## config.mk

```make
export PLATFORM = sky130hd
export DESIGN_NAME = idecode
export DESIGN_NICKNAME = d
export VERILOG_FILES = /design/src/rtl/idecode_pkg.sv /design/src/rtl/idecode_immgen.sv /design/src/rtl/idecode.sv
export SDC_FILE = /design/constraint.sdc
export NUM_CORES = 1
export LEC_CHECK = 0
export ABC_AREA = 1
export BUFFER_PORTS_ARGS = -buffer_cell sky130_fd_sc_hd__buf_2
export CELL_PAD_IN_SITES_DETAIL_PLACEMENT = 1
export CELL_PAD_IN_SITES_GLOBAL_PLACEMENT = 1
export CORE_UTILIZATION = 40
export CTS_CLUSTER_SIZE = 12
export DETAILED_ROUTE_END_ITERATION = 12
export MAX_ROUTING_LAYER = met4
export PLACE_DENSITY = 0.95
export SLEW_MARGIN = 20
export SYNTH_ARGS = -nofsm -noshare
export SYNTH_HDL_FRONTEND = slang
export SYNTH_HIERARCHICAL = 1
export SYNTH_SLANG_ARGS = --single-unit
```

## constraint.sdc

```tcl
create_clock -name clk -period 7.14 [get_ports clk]
set_clock_uncertainty 0.2 [all_clocks]
set_input_delay 1.428 -clock clk [delete_from_list [all_inputs] [get_ports clk]]
set_output_delay 1.428 -clock clk [all_outputs]
set_load 0.1 [all_outputs]
```

## src/rtl/idecode_pkg.sv

```systemverilog
// Shared RV32I decode definitions: opcodes, ALU op codes, immediate formats, pipeline record.
// Used by idecode (optional M extension enabled with IDECODE_MEXT_EN).
package idecode_pkg;
  localparam int ADDR = 16;
  localparam int WORD = 32;

  localparam logic [6:0] OPC_LOAD   = 7'b0000011;
  localparam logic [6:0] OPC_STORE  = 7'b0100011;
  localparam logic [6:0] OPC_OP     = 7'b0110011;
  localparam logic [6:0] OPC_OP_IMM = 7'b0010011;
  localparam logic [6:0] OPC_BRANCH = 7'b1100011;
  localparam logic [6:0] OPC_JAL    = 7'b1101111;
  localparam logic [6:0] OPC_JALR   = 7'b1100111;
  localparam logic [6:0] OPC_LUI    = 7'b0110111;
  localparam logic [6:0] OPC_AUIPC  = 7'b0010111;

  localparam logic [4:0] ALU_ADD      = 5'd0;
  localparam logic [4:0] ALU_SUB      = 5'd1;
  localparam logic [4:0] ALU_SLL      = 5'd2;
  localparam logic [4:0] ALU_SLT      = 5'd3;
  localparam logic [4:0] ALU_SLTU     = 5'd4;
  localparam logic [4:0] ALU_XOR      = 5'd5;
  localparam logic [4:0] ALU_SRL      = 5'd6;
  localparam logic [4:0] ALU_SRA      = 5'd7;
  localparam logic [4:0] ALU_OR       = 5'd8;
  localparam logic [4:0] ALU_AND      = 5'd9;
  localparam logic [4:0] ALU_PASS_IMM = 5'd10;
  localparam logic [4:0] ALU_MUL      = 5'd16;  // MUL group is ALU_MUL + funct3 (16..23)

  typedef enum logic [2:0] {FMT_R, FMT_I, FMT_S, FMT_B, FMT_U, FMT_J} fmt_e;
  typedef enum logic {S_IDLE = 1'b0, S_BUBBLE = 1'b1} hz_state_e;

  typedef struct packed {
    logic [ADDR-1:0] pc;
    logic [4:0]      rd;
    logic [4:0]      rs1;
    logic [4:0]      rs2;
    logic [WORD-1:0] imm;
    logic [4:0]      alu_op;
    logic            is_load;
    logic            is_store;
    logic            is_branch;
    logic            is_jump;
    logic            illegal;
  } dec_t;

  function automatic logic [4:0] alu_from_f3(input logic [2:0] f3, input logic sub, input logic sra);
    logic [4:0] op;
    case (f3)
      3'd0:    op = sub ? ALU_SUB : ALU_ADD;
      3'd1:    op = ALU_SLL;
      3'd2:    op = ALU_SLT;
      3'd3:    op = ALU_SLTU;
      3'd4:    op = ALU_XOR;
      3'd5:    op = sra ? ALU_SRA : ALU_SRL;
      3'd6:    op = ALU_OR;
      default: op = ALU_AND;
    endcase
    return op;
  endfunction
endpackage

```

## src/rtl/idecode_immgen.sv

```systemverilog
// Combinational RV32I immediate generator: sign-extends the I/S/B/U/J layouts to WORD bits.
module idecode_immgen
  import idecode_pkg::*;
(
  input  logic [WORD-1:7] inst_i,
  input  logic [2:0]      fmt_i,
  output logic [WORD-1:0] imm_o
);
  always_comb begin
    imm_o = '0;
    case (fmt_e'(fmt_i))
      FMT_I:   imm_o = {{21{inst_i[31]}}, inst_i[30:20]};
      FMT_S:   imm_o = {{21{inst_i[31]}}, inst_i[30:25], inst_i[11:7]};
      FMT_B:   imm_o = {{20{inst_i[31]}}, inst_i[7], inst_i[30:25], inst_i[11:8], 1'b0};
      FMT_U:   imm_o = {inst_i[31:12], 12'b0};
      FMT_J:   imm_o = {{12{inst_i[31]}}, inst_i[19:12], inst_i[20], inst_i[30:21], 1'b0};
      default: imm_o = '0;
    endcase
  end
endmodule

```

## src/rtl/idecode.sv

```systemverilog
// RV32I decode stage with one output pipeline register and load-use hazard bubbling.
// Define IDECODE_MEXT_EN to decode the M-extension multiply/divide group.
module idecode
  import idecode_pkg::*;
(
  input  logic            clk,
  input  logic            rst,
  input  logic            v_i,
  input  logic [WORD-1:0] inst_i,
  input  logic [ADDR-1:0] pc_i,
  input  logic            stall_i,
  input  logic            flush_i,
  output logic            stall_o,
  output logic            v_o,
  output logic [ADDR-1:0] pc_o,
  output logic [4:0]      rd_o,
  output logic [4:0]      rs1_o,
  output logic [4:0]      rs2_o,
  output logic [WORD-1:0] imm_o,
  output logic [4:0]      alu_op_o,
  output logic            is_load_o,
  output logic            is_store_o,
  output logic            is_branch_o,
  output logic            is_jump_o,
  output logic            illegal_o
);
  // Handshake: inst_i is taken on a clock edge only when stall_o is low; while stall_o is
  // high ifetch must hold v_i/inst_i/pc_i stable. v_o qualifies every decoded field.
  logic [6:0] opcode, f7;
  logic [2:0] f3;
  fmt_e       fmt;
  logic       legal, use_rd, use_rs1, use_rs2;
  logic       is_load, is_store, is_branch, is_jump;
  logic [4:0] alu_op;
  logic [WORD-1:0] imm;
  dec_t       dec_d, dec_q;
  logic       v_q, hazard;
  hz_state_e  state_d, state_q;

  assign opcode = inst_i[6:0];
  assign f3     = inst_i[14:12];
  assign f7     = inst_i[31:25];

  idecode_immgen u_immgen (.inst_i(inst_i[WORD-1:7]), .fmt_i(fmt), .imm_o(imm));

  always_comb begin
    fmt = FMT_R; legal = 1'b1; alu_op = ALU_ADD;
    use_rd = 1'b0; use_rs1 = 1'b0; use_rs2 = 1'b0;
    is_load = 1'b0; is_store = 1'b0; is_branch = 1'b0; is_jump = 1'b0;
    case (opcode)
      OPC_LOAD:   begin fmt = FMT_I; use_rd = 1'b1; use_rs1 = 1'b1; is_load = 1'b1;
                        legal = (f3 != 3'd3) && (f3 != 3'd6) && (f3 != 3'd7); end
      OPC_STORE:  begin fmt = FMT_S; use_rs1 = 1'b1; use_rs2 = 1'b1; is_store = 1'b1;
                        legal = (f3 <= 3'd2); end
      OPC_BRANCH: begin fmt = FMT_B; use_rs1 = 1'b1; use_rs2 = 1'b1; is_branch = 1'b1;
                        alu_op = ALU_SUB; legal = (f3 != 3'd2) && (f3 != 3'd3); end
      OPC_JAL:    begin fmt = FMT_J; use_rd = 1'b1; is_jump = 1'b1; end
      OPC_JALR:   begin fmt = FMT_I; use_rd = 1'b1; use_rs1 = 1'b1; is_jump = 1'b1; end
      OPC_LUI:    begin fmt = FMT_U; use_rd = 1'b1; alu_op = ALU_PASS_IMM; end
      OPC_AUIPC:  begin fmt = FMT_U; use_rd = 1'b1; end
      OPC_OP_IMM: begin fmt = FMT_I; use_rd = 1'b1; use_rs1 = 1'b1;
                        alu_op = alu_from_f3(f3, 1'b0, inst_i[30]); end
      OPC_OP: begin
        use_rd = 1'b1; use_rs1 = 1'b1; use_rs2 = 1'b1;
        if (f7 == 7'b0000000) alu_op = alu_from_f3(f3, 1'b0, 1'b0);
        else if (f7 == 7'b0100000 && (f3 == 3'd0 || f3 == 3'd5)) alu_op = alu_from_f3(f3, 1'b1, 1'b1);
`ifdef IDECODE_MEXT_EN
        else if (f7 == 7'b0000001) alu_op = ALU_MUL | {2'b00, f3};
`endif
        else legal = 1'b0;
      end
      default: legal = 1'b0;
    endcase
  end

  // Unused register fields are forced to 0; an illegal slot carries only the illegal flag.
  always_comb begin
    dec_d = '0;
    dec_d.pc = pc_i;
    if (legal) begin
      dec_d.rd        = use_rd  ? inst_i[11:7]  : 5'd0;
      dec_d.rs1       = use_rs1 ? inst_i[19:15] : 5'd0;
      dec_d.rs2       = use_rs2 ? inst_i[24:20] : 5'd0;
      dec_d.imm       = imm;
      dec_d.alu_op    = alu_op;
      dec_d.is_load   = is_load;
      dec_d.is_store  = is_store;
      dec_d.is_branch = is_branch;
      dec_d.is_jump   = is_jump;
    end else begin
      dec_d.illegal   = 1'b1;
    end
  end

  // rd_q != 0 guarantees the zeroed (unused) source fields never match.
  always_comb begin
    hazard = (state_q == S_IDLE) && v_q && dec_q.is_load && (dec_q.rd != 5'd0) && v_i &&
             ((dec_d.rs1 == dec_q.rd) || (dec_d.rs2 == dec_q.rd));
    stall_o = stall_i | (hazard & ~flush_i);
  end

  always_comb begin
    state_d = state_q;
    case (state_q)
      S_IDLE:   if (hazard && !stall_i && !flush_i) state_d = S_BUBBLE;
      S_BUBBLE: state_d = S_IDLE;
      default:  state_d = S_IDLE;
    endcase
    if (flush_i) state_d = S_IDLE;
  end

  always_ff @(posedge clk or posedge rst) begin
    if (rst) begin
      state_q <= S_IDLE;
      v_q     <= 1'b0;
      dec_q   <= '0;
    end else begin
      state_q <= state_d;
      if (flush_i || (!stall_i && hazard)) begin
        v_q   <= 1'b0;
        dec_q <= '0;
      end else if (!stall_i) begin
        v_q   <= v_i;
        dec_q <= dec_d;
      end
    end
  end

  assign v_o         = v_q;
  assign pc_o        = dec_q.pc;
  assign rd_o        = dec_q.rd;
  assign rs1_o       = dec_q.rs1;
  assign rs2_o       = dec_q.rs2;
  assign imm_o       = dec_q.imm;
  assign alu_op_o    = dec_q.alu_op;
  assign is_load_o   = dec_q.is_load;
  assign is_store_o  = dec_q.is_store;
  assign is_branch_o = dec_q.is_branch;
  assign is_jump_o   = dec_q.is_jump;
  assign illegal_o   = dec_q.illegal;
endmodule

```

==> reports/results.ini, run 1 <==
[hold_path]
min_path_type=reg -> reg

[sta]
tns_ps=0
setup_violations=0
slew_viol_final=0
fmax_mhz=164
worst-slew-pin-transition_ps=970
relSlewSlack_pct=35.3
period_minus_slack_ps=6090
hold_viol_final=0
post-route-period-util_pct=85.3
rsz0062_at_grt=false

[finish]
final_nets=789
final_core_util_pct=48.3
multi_input_area_mm2=0.00204
nFillCells=1456
regArea_mm2=0.00185
drive_above_1_share_pct=21.7
diodes=0
syn_to_final_growth_pct=17.8

[yosys]
synth_top_family_by_area=simple AND/OR/NAND/NOR gates
synth_fa_ha_area_share_pct=0
synthXorXnorAreaFrac_pct=0
yosysTopAreaCell=dfrtp_1
ys_types=29
netlist.area_leader.share_pct=41.7
synth_enable_flop_cells=0
avgSynthCellArea_um2=7.03
yosysSeqAreaShare_pct=41.7
synth.area.top_cells=dfrtp_1, nand2_1, nand3_1, nor2_1, inv_1
synth_compound_area_share_pct=4.62
yosysWarnings=6
yosys-mux-area-fraction_pct=4.28
synth-simple-area-share_pct=37.1
ys_ff_latch=74
synth_fp_nets=685
async_flop_share_pct=100
synth_area_mm2=0.00444
synthCells=632
synth_ff_type=dfrtp_1

[setup_path]
startpoint_type=input pin
critPathRequiredTime_ps=5510
path_max_fanout=54
cp-end-kind=primary output
cp.arrival_ps=4460
crit_type=in -> out

[status]
outcome=finished, final reports clean

[floorplan]
die_y_um=107
io_pins=128
die_w_um=107
start_util_pct=41.0
core-area_mm2=0.0108
die_area_mm2=0.0115
rows=38

[global_route]
antenna_found_initial=0
first_global_vias=4647
track_usage_pct=25.6
grt_max_degree=75
grt_pass1_wl_mm=22.5
gr-total-overflow=0

[route]
wire_per_inst_um=15.5
dr.pass1.iters=4
via_per_inst=5.15
antenna_left=0
vias=4533
drt_iter0_drc=189
drt_wl_total_mm=13.6
drc=0

[pwr]
intPower_uw=632
p_switching_uw=315
p_clk_share_pct=36.2
comb_power_share_pct=18.2
seq_power_share_pct=45.6
power.density_mw_per_mm2=181
peakVddDrop_mv=0.102
switching_share_pct=33.2
total_leakage_power_nw=3.00

[clock_network]
clk_latency_ps=360
ctsResizeCount=0
cts_setup_buffers=0
cts_hold_buffers=0
cts_buffers=9
cts_sinks=74
clk_pin_slew_ps=80
cts_root_buffer=clkbuf_8
cts_tree=built
htreeDepth=3
clock_path_buffers=2

[placement]
gp_congestion=0.844
port_buffers=126
place_hpwl_mm=10.0

[run]
cap_violations=0

==> state kept, by name, summed over array words and instances (netlist names) <==
register / count
is_load_o: 1
alu_op_o: 4
is_branch_o: 1
imm_o: 32
is_jump_o: 1
illegal_o: 1
state_q: 1
pc_o: 16
rd_o: 5
rs1_o: 5
is_store_o: 1
v_o: 1
rs2_o: 5
==> power by group through the flow <==
| stage | logic, mW | clock network, mW | registers [mW] |
|---|---|---|---|
| 5_1_grt | 0.184 | 0.368 | 0.433 |
| 4_1_cts | 0.174 | 0.351 | 0.432 |
| 3_3_place_gp | 0.169 | 0 | 0.440 |
| 6_report | 0.172 | 0.342 | 0.432 |
| 3_5_place_dp | 0.173 | 0 | 0.441 |
| 2_1_floorplan | 0.0657 | 0 | 0.505 |
==> cell usage after synthesis, drive strengths merged, types with 2 or more instances <==
| cell | count |
|---|---|
| o21ai | 27 |
| nand3 | 98 |
| buf | 25 |
| nor2 | 115 |
| dfrtp | 74 |
| mux2i | 19 |
| nand4 | 10 |
| clkbuf | 11 |
| a21oi | 3 |
| nand2 | 159 |
| inv | 81 |
| o2111ai | 2 |
==> cell families after synthesis <==
logic type      count (synthesis)
compound gates                 36
buf+inv                       117
flops                          74
mux                            19
other cells                     1
simple gates                  385
==> stage by stage <==
step                      cell area [µm²]  cells  worst slack [ps]  power, mW  hold WS (ps)
after floorplan                      4440    632              2060      0.571           417
after global routing                 5230    881               744      0.986           375
after detailed placement             5030    865              1070      0.613           332
after CTS                            5230    881              1070      0.957           351
after global placement               5030    865              1250      0.609           308
final                                5230    881              1050      0.947           345
==> final timing paths <==
path / endpoint / cells after the start / start / slack [ps]
setup / recovery: stall_o / 18 / inst_i[4] / 1050
hold / removal: is_jump_o$_DFFE_PP0P_ / 2 / is_jump_o$_DFFE_PP0P_ / 350
setup reg to reg: imm_o[31]$_DFFE_PP0P_ / 10 / rd_o[3]$_DFFE_PP0P_ / 4860
hold reg to reg: is_jump_o$_DFFE_PP0P_ / 2 / is_jump_o$_DFFE_PP0P_ / 350
max in group asynchronous: pc_o[11]$_DFFE_PP0P_ / 3 / rst / 5000
min in group asynchronous: pc_o[14]$_DFFE_PP0P_ / 3 / rst / 1140
==> critical path, stage by stage <==
cell	delay, ps
buf_2	100
inv_1	100
nor2_1	90
nand3_1	130
nand2_1	70
buf_4	210
nor2_1	170
nand3_2	760
nand2_1	340
nand2_1	90
nand2_1	70
nand2_1	60
nor2_1	90
nand2_1	50
nand2_1	100
nand3_1	70
nand2_1	60
buf_2	440
==> layout by cell type, fill, tap and decap left out, types with 3 or more instances in the layout <==
| master | netlist | final |
|---|---|---|
| o21ai_0 | 25 | 25 |
| nand3_1 | 95 | 95 |
| mux2i_1 | 19 | 19 |
| buf_2 | 3 | 126 |
| nand3_2 | 3 | 3 |
| inv_1 | 76 | 75 |
| buf_4 | 7 | 3 |
| clkbuf_8 | 0 | 10 |
| dfrtp_1 | 74 | 74 |
| nor2_1 | 113 | 113 |
| a21oi_1 | 3 | 3 |
| nand4_1 | 10 | 10 |
| nand2_1 | 155 | 155 |
| inv_2 | 5 | 6 |
| nand2_2 | 3 | 3 |
==> final cells by class <==
cell class	count	share of cell area (%)
inverters	81	5.81
well taps	140	3.35
clock inverters	6	1.24
clock buffers	10	2.63
multi-input cells	441	39.1
flip-flops and latches	74	35.4
repair buffers	129	12.5
==> metal layers <==
| layer | wire, µm | global-route usage [%] |
|---|---|---|
| met5 | 0 | - |
| met1 | 6040 | 31.7 |
| met4 | 269 | 8.32 |
| met3 | 632 | 4.42 |
| met2 | 6690 | 42.5 |
(Power assumes the default switching activity.)
==> run 2, diff against run 1 <==
--- a/config.mk
+++ b/config.mk
@@ -14,8 +14,10 @@
 export DETAILED_ROUTE_END_ITERATION = 12
 export MAX_ROUTING_LAYER = met4
 export PLACE_DENSITY = 0.95
+export RECOVER_POWER = 25
 export SLEW_MARGIN = 20
 export SYNTH_ARGS = -nofsm -noshare
 export SYNTH_HDL_FRONTEND = slang
 export SYNTH_HIERARCHICAL = 1
 export SYNTH_SLANG_ARGS = --single-unit
+export TNS_END_PERCENT = 1
==> reports/results.ini, run 2 (synthesized netlist as in run 1, its figures left out) <==
[route]
vias=4530  ; -0.066%
dr.pass1.iters=4  ; unchanged
antenna_left=0  ; unchanged
via_per_inst=5.14  ; about the same
drt_wl_total_mm=13.6  ; about the same
drc=0  ; unchanged
drt_iter0_drc=189  ; unchanged
wire_per_inst_um=15.5  ; about the same

[global_route]
gr-total-overflow=0  ; unchanged
antenna_found_initial=0  ; unchanged
grt_pass1_wl_mm=22.5  ; unchanged
track_usage_pct=25.6  ; unchanged
first_global_vias=4647  ; unchanged
grt_max_degree=75  ; unchanged

[setup_path]
path_max_fanout=54  ; unchanged
rr_worst_depth=10  ; unchanged
cp-end-kind=primary output
critPathRequiredTime_ps=5510  ; about the same
reg2reg_to=imm_o[31]$_DFFE_PP0P_
startpoint_type=input pin
cp.arrival_ps=4460  ; about the same
r2r_slack_ps=4860  ; about the same
r2r-start=rd_o[3]$_DFFE_PP0P_
crit_type=in -> out
setup.worst_path.start=inst_i[4]

[sta]
holdWs_ps=345  ; +0.00800 ps
slew_viol_final=75  ; +75
hold_viol_final=0  ; unchanged
setup_violations=0  ; unchanged
relSlewSlack_pct=-159  ; -190 points
rsz0062_at_grt=false
worst-slew-pin-transition_ps=3890  ; +2920 ps
fmax_mhz=164  ; about the same
tns_ps=0  ; unchanged
post-route-period-util_pct=85.3  ; about the same
period_minus_slack_ps=6090  ; -0.610 ps

[finish]
final_nets=789  ; unchanged
layout_commonest_cell=nand2_1
largest_reg_flops=32  ; unchanged
layout_common_cells=nand2_1, buf_2, nor2_1, nand3_1, inv_1
final_core_util_pct=48.2  ; about the same
drive_above_1_share_pct=21.5  ; -0.27 points
syn_to_final_growth_pct=17.7  ; about the same
diodes=0  ; unchanged

[status]
outcome=complete, but fails checks
violations=capacitance limit, slew limit

[hold_path]
min_path_type=reg -> reg
hold_end=is_jump_o$_DFFE_PP0P_
hp-start=is_jump_o$_DFFE_PP0P_
min_path_cells=2  ; unchanged

[clock_network]
cts_buffers=9  ; unchanged
ctsResizeCount=0  ; unchanged
cts_tree=built
clock_path_buffers=2  ; unchanged
cts_hold_buffers=0  ; unchanged
cts_setup_buffers=0  ; unchanged
cts_root_buffer=clkbuf_8
htreeDepth=3  ; unchanged
clk_pin_slew_ps=80  ; about the same
cts_sinks=74  ; unchanged
clk_latency_ps=360  ; about the same

[floorplan]
die_y_um=107  ; unchanged
die_area_mm2=0.0115  ; unchanged
start_util_pct=41.0  ; unchanged
die_w_um=107  ; unchanged
io_pins=128  ; unchanged
rows=38  ; unchanged
core-area_mm2=0.0108  ; unchanged

[placement]
place_hpwl_mm=10.0  ; unchanged
gp_congestion=0.844  ; unchanged
port_buffers=126  ; unchanged

[run]
cap_violations=1  ; +1

[pwr]
total_leakage_power_nw=3.00  ; -0.21%
peakVddDrop_mv=0.102  ; about the same
power.density_mw_per_mm2=181  ; +0.12%

==> run 2: cell count changes in the layout (fill, tap and decap cells not counted) <==
cell,before,now
buf_4,3,2
clkbuf_1,0,1
clkinv_1,0,1
inv_2,6,5
==> run 2: worst max-delay path by stage <==
stage / to / cells past startpoint
floorplan: stall_o / 16
global placement: stall_o / 18
detailed placement: stall_o / 19
CTS: stall_o / 18
global route: stall_o / 18
finish: stall_o / 18
==> run 2: critical path, stage by stage <==
cell     delay [ps]
buf_2           100
inv_1           100
nor2_1           90
nand3_1         130
nand2_1          70
buf_4           210
nor2_1          170
nand3_2         760
nand2_1         340
nand2_1          90
nand2_1          70
nand2_1          60
nor2_1           90
nand2_1          50
nand2_1         100
nand3_1          70
nand2_1          60
buf_2           440
==> run 2: through the flow <==
step | std cells | worst slack [ps] | power, mW | area [µm²]
floorplan | 632 | 2060 | 0.571 | 4440
global placement | 865 | 1250 | 0.609 | 5030
detailed placement | 865 | 1070 | 0.613 | 5030
CTS | 881 | 1070 | 0.957 | 5230
global route | 881 | 744 | 0.985 | 5230
finish | 881 | 1050 | 0.948 | 5230
==> run 2: area by class of cell <==
class | count | area, µm²
flip-flops and latches | 74 | 1850
inverters | 81 | 304
well taps | 140 | 175
fillers | 1457 | 5610
multi-input cells | 441 | 2040
clock inverters | 6 | 65.1
repair buffers | 129 | 649
clock buffers | 10 | 138
==> run 2: metal layers <==
layer  global-route usage, %  share of wire [%]  routed length, µm  vias to the layer above
li1                        -                  -                  -                     2189
met1                    31.7                 44               6040                     2184
met2                    42.5                 49               6680                      131
met3                    4.42                4.7                637                       26
met4                    8.32                2.0                276                        0
met5                       -                  0                  0                        -
==> run 2: power by group <==
part / total [mW] / switching, mW / internal (mW)
clock network: 0.343 / 0.172 / 0.172
logic: 0.172 / 0.139 / 0.0330
registers: 0.432 / 0.00485 / 0.428
==> run 3, diff against run 2 <==
--- a/config.mk
+++ b/config.mk
@@ -7,13 +7,12 @@
 export LEC_CHECK = 0
 export ABC_AREA = 1
 export BUFFER_PORTS_ARGS = -buffer_cell sky130_fd_sc_hd__buf_2
-export CELL_PAD_IN_SITES_DETAIL_PLACEMENT = 1
-export CELL_PAD_IN_SITES_GLOBAL_PLACEMENT = 1
+export CORE_MARGIN = 10
 export CORE_UTILIZATION = 40
 export CTS_CLUSTER_SIZE = 12
 export DETAILED_ROUTE_END_ITERATION = 12
 export MAX_ROUTING_LAYER = met4
-export PLACE_DENSITY = 0.95
+export PLACE_DENSITY = 0.75
 export RECOVER_POWER = 25
 export SLEW_MARGIN = 20
 export SYNTH_ARGS = -nofsm -noshare
==> reports/results.ini, run 3 (synthesized netlist as in run 1, its figures left out) <==
[global_route]
antenna_found_initial=4  ; +4
first_global_vias=4104  ; -12%
gr-total-overflow=0  ; unchanged
grt_max_degree=75  ; unchanged
track_usage_pct=16.5  ; -9.1 points
grt_pass1_wl_mm=21.0  ; -6.6%

[floorplan]
start_util_pct=41.0  ; unchanged
rows=38  ; unchanged
die_y_um=125  ; +17%
core-area_mm2=0.0108  ; unchanged
io_pins=128  ; unchanged
die_w_um=125  ; +17%
die_area_mm2=0.0157  ; +36%

[finish]
multi_input_area_mm2=0.00204  ; unchanged
regArea_mm2=0.00185  ; unchanged
syn_to_final_growth_pct=17.0
final_cells=884  ; +0.34%
nFillCells=1146  ; -21%
layout_commonest_cell=nand2_1
layout_common_cells=nand2_1, buf_2, nor2_1, nand3_1, inv_1
finish.instance_area_mm2=0.00520  ; -0.57%
drive_above_1_share_pct=21.5  ; +0.029 points
final_nets=791  ; +0.25%
largest_reg_flops=32  ; unchanged

[pwr]
switching_share_pct=33.7  ; +0.36 points
p_switching_uw=294  ; -6.8%
total_leakage_power_nw=2.98  ; -0.58%
seq_power_share_pct=49.4  ; +3.8 points
total_power_uw=874  ; -7.8%
power.density_mw_per_mm2=168  ; -7.3%
peakVddDrop_mv=0.104  ; +1.9%
p_clk_share_pct=31.0  ; -5.2 points
comb_power_share_pct=19.6  ; +1.4 points
intPower_uw=580  ; -8.3%

[clock_network]
cts_sinks=74  ; unchanged
cts_setup_buffers=0  ; unchanged
clk_pin_slew_ps=80  ; about the same
cts_hold_buffers=0  ; unchanged
cts_root_buffer=clkbuf_8
clock_path_buffers=2  ; unchanged
htreeDepth=3  ; unchanged
cts_buffers=9  ; unchanged
ctsResizeCount=0  ; unchanged
clk_latency_ps=350  ; about the same
cts_tree=built

[sta]
rsz0062_at_grt=false
tns_ps=0  ; unchanged
hold_viol_final=0  ; unchanged
relSlewSlack_pct=-173  ; -14 points
post-route-period-util_pct=78.5  ; -6.8 points
worst-slew-pin-transition_ps=4100  ; +203 ps
slew_viol_final=75  ; unchanged
period_minus_slack_ps=5600  ; -486 ps
setup_violations=0  ; unchanged
fmax_mhz=178  ; +8.7%

[placement]
place_hpwl_mm=9.47  ; -5.4%
gp_congestion=0.939  ; +11%
placedCellCount=867  ; +0.23%
post_dp_cell_area_mm2=0.00504  ; +0.32%
port_buffers=126  ; unchanged

[hold_path]
min_path_cells=2  ; unchanged
min_path_type=reg -> reg

[route]
via_per_inst=4.84  ; -5.8%
drt_iter0_drc=288  ; +52%
drt_wl_total_mm=13.1  ; -3.9%
antenna_left=0  ; unchanged
drc=0  ; unchanged
vias=4281  ; -5.5%
dr.pass1.iters=5  ; +1
wire_per_inst_um=14.8  ; -4.2%

[run]
cap_violations=1  ; unchanged

[setup_path]
startpoint_type=input pin
cp-end-kind=primary output
path_max_fanout=27  ; -50%
crit_type=in -> out
cp.arrival_ps=3970  ; -490 ps
rr_worst_depth=10  ; unchanged
critPathRequiredTime_ps=5510  ; about the same

[status]
violations=capacitance limit, slew limit
outcome=complete, but fails checks

==> run 3: critical path, cell delays in order <==
cell and delay (ps):
buf_2 110, inv_1 90, nor2_1 80, nand3_1 130
nand2_1 70, buf_4 210, nor2_1 150, nand3_2 430
nand2_1 250, nand2_1 80, nand2_1 60, nand2_1 50
nor2_1 100, nand2_1 60, nand2_1 110, nand3_1 80
nand2_1 50, buf_2 430
==> run 3: power by group through the flow <==
stage | clock, mW | sequential (mW) | combinational (mW)
final | 0.271 | 0.432 | 0.171
after detailed placement | 0 | 0.440 | 0.173
after global placement | 0 | 0.439 | 0.172
after global routing | 0.296 | 0.433 | 0.185
after CTS | 0.278 | 0.432 | 0.173
after floorplan | 0 | 0.505 | 0.0657
==> run 3: layout make-up <==
class / count / share of cell area (%)
Sequential cell: 74 / 35.6
Tap cell: 140 / 3.37
Timing Repair Buffer: 131 / 12.8
Inverter: 81 / 5.87
Multi-Input combinational cell: 441 / 39.3
Antenna cell: 4 / 0.193
Clock buffer: 9 / 2.38
Clock inverter: 4 / 0.433
==> run 3: path summary, 6_finish.rpt <==
kind                                     startpoint                       to  slack (ps)
min in group asynchronous                       rst    imm_o[27]$_DFFE_PP0P_        2500
max in group asynchronous                       rst  alu_op_o[3]$_DFFE_PP0P_        1960
worst max register to register  rd_o[2]$_DFFE_PP0P_      pc_o[8]$_DFFE_PP0P_        4890
worst max-delay path                      inst_i[4]                  stall_o        1540
worst min register to register  pc_o[6]$_DFFE_PP0P_      pc_o[6]$_DFFE_PP0P_         330
worst min-delay path            pc_o[6]$_DFFE_PP0P_      pc_o[6]$_DFFE_PP0P_         330
==> run 3: through the flow <==
step | worst slack, ps | hold WS [ps] | utilization (%)
after CTS | 1570 | 338 | 47.9
after detailed placement | 1570 | 326 | 46.5
after floorplan | 2060 | 417 | -
final | 1540 | 333 | 47.9
after global placement | 1650 | 312 | 46.5
after global routing | 1120 | 375 | 47.9
==> run 3: layer usage <==
layer | up-vias | global-route usage [%] | part of all wire (%)
met5 | - | - | 0
met4 | 0 | 4.95 | 1.6
met3 | 18 | 5.91 | 8.2
met2 | 141 | 24.9 | 45
met1 | 1928 | 20.3 | 45
li1 | 2194 | - | -
